<file path="src/rtl/full_adder_pkg.sv">
// Shared constants and reference arithmetic for the full_adder block.
package full_adder_pkg;

  localparam int unsigned WIDTH_DEFAULT = 1;
  localparam int unsigned WIDTH_MAX     = 64;

  // Plain-arithmetic sum over the widest legal operand, carry kept in the top bit.
  function automatic logic [WIDTH_MAX:0] ref_add(input logic [WIDTH_MAX-1:0] x,
                                                 input logic [WIDTH_MAX-1:0] y,
                                                 input logic                 cin);
    return {1'b0, x} + {1'b0, y} + {{WIDTH_MAX{1'b0}}, cin};
  endfunction

endpackage

</file>
<file path="src/rtl/fa_cell.sv">
// One-bit combinational full-adder cell; the ripple chain is formed by the parent.
module fa_cell (
  input  logic a,
  input  logic b,
  input  logic c_in,
  output logic out,
  output logic c_out
);

  logic prop;

  assign prop  = a ^ b;
  assign out   = prop ^ c_in;
  assign c_out = (a & b) | (c_in & prop);

endmodule

</file>
<file path="src/rtl/full_adder.sv">
// Registered WIDTH-bit ripple-carry adder built from fa_cell instances.
// Defining FULL_ADDER_SELFCHECK_EN adds a reference adder and a sticky err output.
module full_adder
  import full_adder_pkg::*;
#(
  parameter int unsigned WIDTH = WIDTH_DEFAULT
) (
  input  logic             clk,
  input  logic             rst,
  input  logic             in_valid,
  input  logic [WIDTH-1:0] a,
  input  logic [WIDTH-1:0] b,
  input  logic             c_in,
  output logic [WIDTH-1:0] out,
  output logic             c_out,
`ifdef FULL_ADDER_SELFCHECK_EN
  output logic             err,
`endif
  output logic             out_valid
);

  logic [WIDTH:0]   carry;
  logic [WIDTH-1:0] sum;

  assign carry[0] = c_in;

  for (genvar i = 0; i < int'(WIDTH); i++) begin : g_bit
    fa_cell u_cell (
      .a     (a[i]),
      .b     (b[i]),
      .c_in  (carry[i]),
      .out   (sum[i]),
      .c_out (carry[i+1])
    );
  end

  // Result registers only load on accepted operations; idle inputs never reach them.
  always_ff @(posedge clk) begin
    if (rst) begin
      out       <= '0;
      c_out     <= 1'b0;
      out_valid <= 1'b0;
    end else begin
      out_valid <= in_valid;
      if (in_valid) begin
        out   <= sum;
        c_out <= carry[WIDTH];
      end
    end
  end

`ifdef FULL_ADDER_SELFCHECK_EN
  logic [WIDTH_MAX:0] ref_sum;
  logic               mismatch;

  assign ref_sum  = ref_add(WIDTH_MAX'(a), WIDTH_MAX'(b), c_in);
  assign mismatch = ref_sum != (WIDTH_MAX+1)'({carry[WIDTH], sum});

  // Sticky until reset.
  always_ff @(posedge clk) begin
    if (rst) begin
      err <= 1'b0;
    end else if (in_valid && mismatch) begin
      err <= 1'b1;
    end
  end
`endif

endmodule

</file>
<file path="config.mk">
export PLATFORM = sky130hd
export DESIGN_NAME = full_adder
export DESIGN_NICKNAME = d
export VERILOG_FILES = /design/src/rtl/full_adder_pkg.sv /design/src/rtl/fa_cell.sv /design/src/rtl/full_adder.sv
export SDC_FILE = /design/constraint.sdc
export NUM_CORES = 1
export LEC_CHECK = 0
export CAP_MARGIN = 10
export CORE_AREA = 5 5 42 44
export CTS_BUF_LIST = sky130_fd_sc_hd__clkbuf_4
export CTS_CLUSTER_DIAMETER = 40
export DETAILED_ROUTE_END_ITERATION = 6
export DIE_AREA = 0 0 47 49
export GPL_TIMING_DRIVEN = 0
export PLACE_DENSITY = 0.3
export SETUP_SLACK_MARGIN = 0.3
export SYNTH_ARGS = -nofsm -noshare
export SYNTH_HDL_FRONTEND = slang
export SYNTH_SLANG_ARGS = --single-unit
</file>
<file path="constraint.sdc">
create_clock -name clk -period 1.4 [get_ports clk]
set_clock_uncertainty 0.15 [all_clocks]
set_input_delay 0.14 -clock clk [delete_from_list [all_inputs] [get_ports clk]]
set_output_delay 0.14 -clock clk [all_outputs]
set_load 0.03 [all_outputs]
</file>
==> impl_metrics.py <==
metrics = {
    "grt": {
        "met1_usage": 0.0376,
        "gr-usage-met2": 0.0249,
        "grt_antenna_before_repair": 0,
        "grt_pass1_vias": 125,
        "grt_util_met3": 0.0517,
        "busiest_layer": "met4",
        "grt_max_degree": 4,
        "track_usage": 0.0381,
        "grt_pass1_wl_um": 510,
        "grt.overflow.total": 0,
    },
    "detailed_routing": {
        "vias": 105,
        "ant_nets": 0,
        "first_pass_iters": 2,
        "viasPerCell": 2.84,
        "drcViolationCount": 0,
        "drt_wl_total_um": 297,
        "routedWlPerCell_um": 8.03,
        "drt_iter0_drc": 2,
    },
    "sta": {
        "relSlewSlack": 0.915,
        "rsz0062_at_grt": "no",
        "slew_violations": 0,
        "worst_pin_slew_ns": 0.125,
        "worst_slack_ns": 0.317,
        "finalHoldViolCount": 0,
        "final-setup-viol-count": 0,
        "period_share": 0.773,
        "fmax_ghz": 0.924,
        "min_period_ns": 1.08,
    },
    "floorplanning": {
        "die_area_um2": 2300,
        "std_cell_rows": 14,
        "pin_count": 9,
        "dieWidth_um": 47,
        "core_um2": 1400,
        "initial_utilization": 0.0812,
        "die_y_um": 49,
    },
    "worst_hold_path": {
        "hp-class": "in -> reg",
        "holdCritStartpoint": "b",
    },
    "layout": {
        "drive_gt1_frac": 0.333,
        "final_util": 0.163,
        "layoutNonFillerInstCount": 37,
        "final_nets": 29,
        "syn2layout_area_growth_pct": 100,
        "antenna_cells": 0,
        "final_common_cell": "clkbuf_4",
        "final_cell_mix": "clkbuf_4, dfxtp_1, dlygate4sd2_1",
        "nFillCells": 166,
    },
    "setup_path": {
        "end_kind": "flop",
        "worstPathArrival_ns": 1.05,
        "critPathLaunchType": "primary input",
        "r2r_start": "out",
        "crit_type": "in -> reg",
        "crit_path_start": "a",
        "path_max_fanout": 1,
        "required_ns": 1.37,
    },
    "clock_network": {
        "clkLatencyLatePin_ns": 0.23,
        "cts_setup_buffers": 0,
        "cts_tree": "built",
        "htree_levels": 1,
        "clock_sinks": 3,
        "max-clock-path-buffers": 2,
        "path_clk_slew_ns": 0.04,
        "cts_buffers": 3,
        "ctsHoldBuffers": 0,
        "clockRootBuffer": "clkbuf_4",
    },
    "placement": {
        "place_congestion": 0.662,
        "pre_cts_ws_ns": -0.115,
        "portBuffers": 8,
        "place_inst": 33,
    },
    "yosys": {
        "yosysTopAreaCell": "dfxtp_1",
        "yosysSeqAreaShare": 0.527,
        "ys_warn_count": 0,
        "yosysUniqueCellTypes": 5,
        "synth_area_leaders": "dfxtp_1, fa_1, mux2i_1",
        "syn_avg_cell_area_um2": 12.7,
        "synth_top_area_frac": 0.527,
        "synthesis.nets": 16,
        "synthCells": 9,
        "synth_area_um2": 114,
        "yosys_register_bits": 3,
    },
    "power": {
        "p_leak_nw": 0.106,
        "power.density_nw_per_um2": 1380,
        "ir_worst_vdd_mv": 0.284,
    },
    "flow_run": {
        "drv_cap": 0,
    },
    "outcome": {
        "outcome": "completed",
    },
}
power breakdown:
| part | internal (mW) | total, mW | switching (mW) |
|---|---|---|---|
| clock network | 0.126 | 0.172 | 0.0460 |
| logic | 0.0216 | 0.0463 | 0.0247 |
| registers | 0.0922 | 0.0949 | 0.00273 |
| total | 0.240 | 0.313 | 0.0734 |
synth_stat cells (all sizes together):
| library cell | n |
|---|---|
| fa | 1 |
| nor2 | 2 |
| dfxtp | 3 |
| mux2i | 2 |
| nor2b | 1 |
layout make-up:
cell class | count | area (µm²) | area share
Timing Repair Buffer | 8 | 63.8 | 0.280
Tap cell | 16 | 20.0 | 0.0879
Multi-Input combinational cell | 6 | 53.8 | 0.236
Clock buffer | 4 | 30.0 | 0.132
Sequential cell | 3 | 60.1 | 0.264
through the flow:
stage / instance area [µm²] / setup TNS, ns / power [mW] / hold slack (ns)
6_report: 228 / 0 / 0.313 / 0.304
3_3_place_gp: 214 / -0.157 / 0.151 / 0.337
5_1_grt: 228 / 0 / 0.343 / 0.332
4_1_cts: 231 / 0 / 0.325 / 0.294
2_1_floorplan: 114 / 0 / 0.119 / 0.0616
3_5_place_dp: 214 / -0.180 / 0.151 / 0.346
final timing paths:
path                            cells after the start  slack [ns]  endpoint
worst max-delay path                                4        0.32       out
worst min-delay path                                4        0.30       out
worst max register to register                      2        0.66       out
worst min register to register                      2        0.35       out
cell families (layout without fill, tap and decap cells):
kind of cell               after synthesis  count (layout)  synth area share
DFF                                      3               3             0.527
buffers and inverters                    0              12                 0
adders and majority gates                1               1             0.176
muxes                                    2               2             0.176
and+or+nand+nor                          3               3             0.121
metal layers:
metal  wire [µm]  up-vias
li1            -       53
met2          65        9
met3          72        0
met4           0        0
met1         159       43
met5           0        -
state kept, by name, summed over array words and instances, names as in the netlist:
name	count
out_valid	1
c_out	1
out	1
timing repair:
action                                  in CTS  in global routing
gates resized for setup                     16                  3
endpoints found under the setup margin       5                  1
pin swaps                                    1                  0
worst max-delay path, stage by stage:
cell           delay [ns]
dlygate4sd2_1        0.25
fa_1                 0.47
mux2i_1              0.15
nor2_1               0.05
Power figures use the tool's default switching activity.
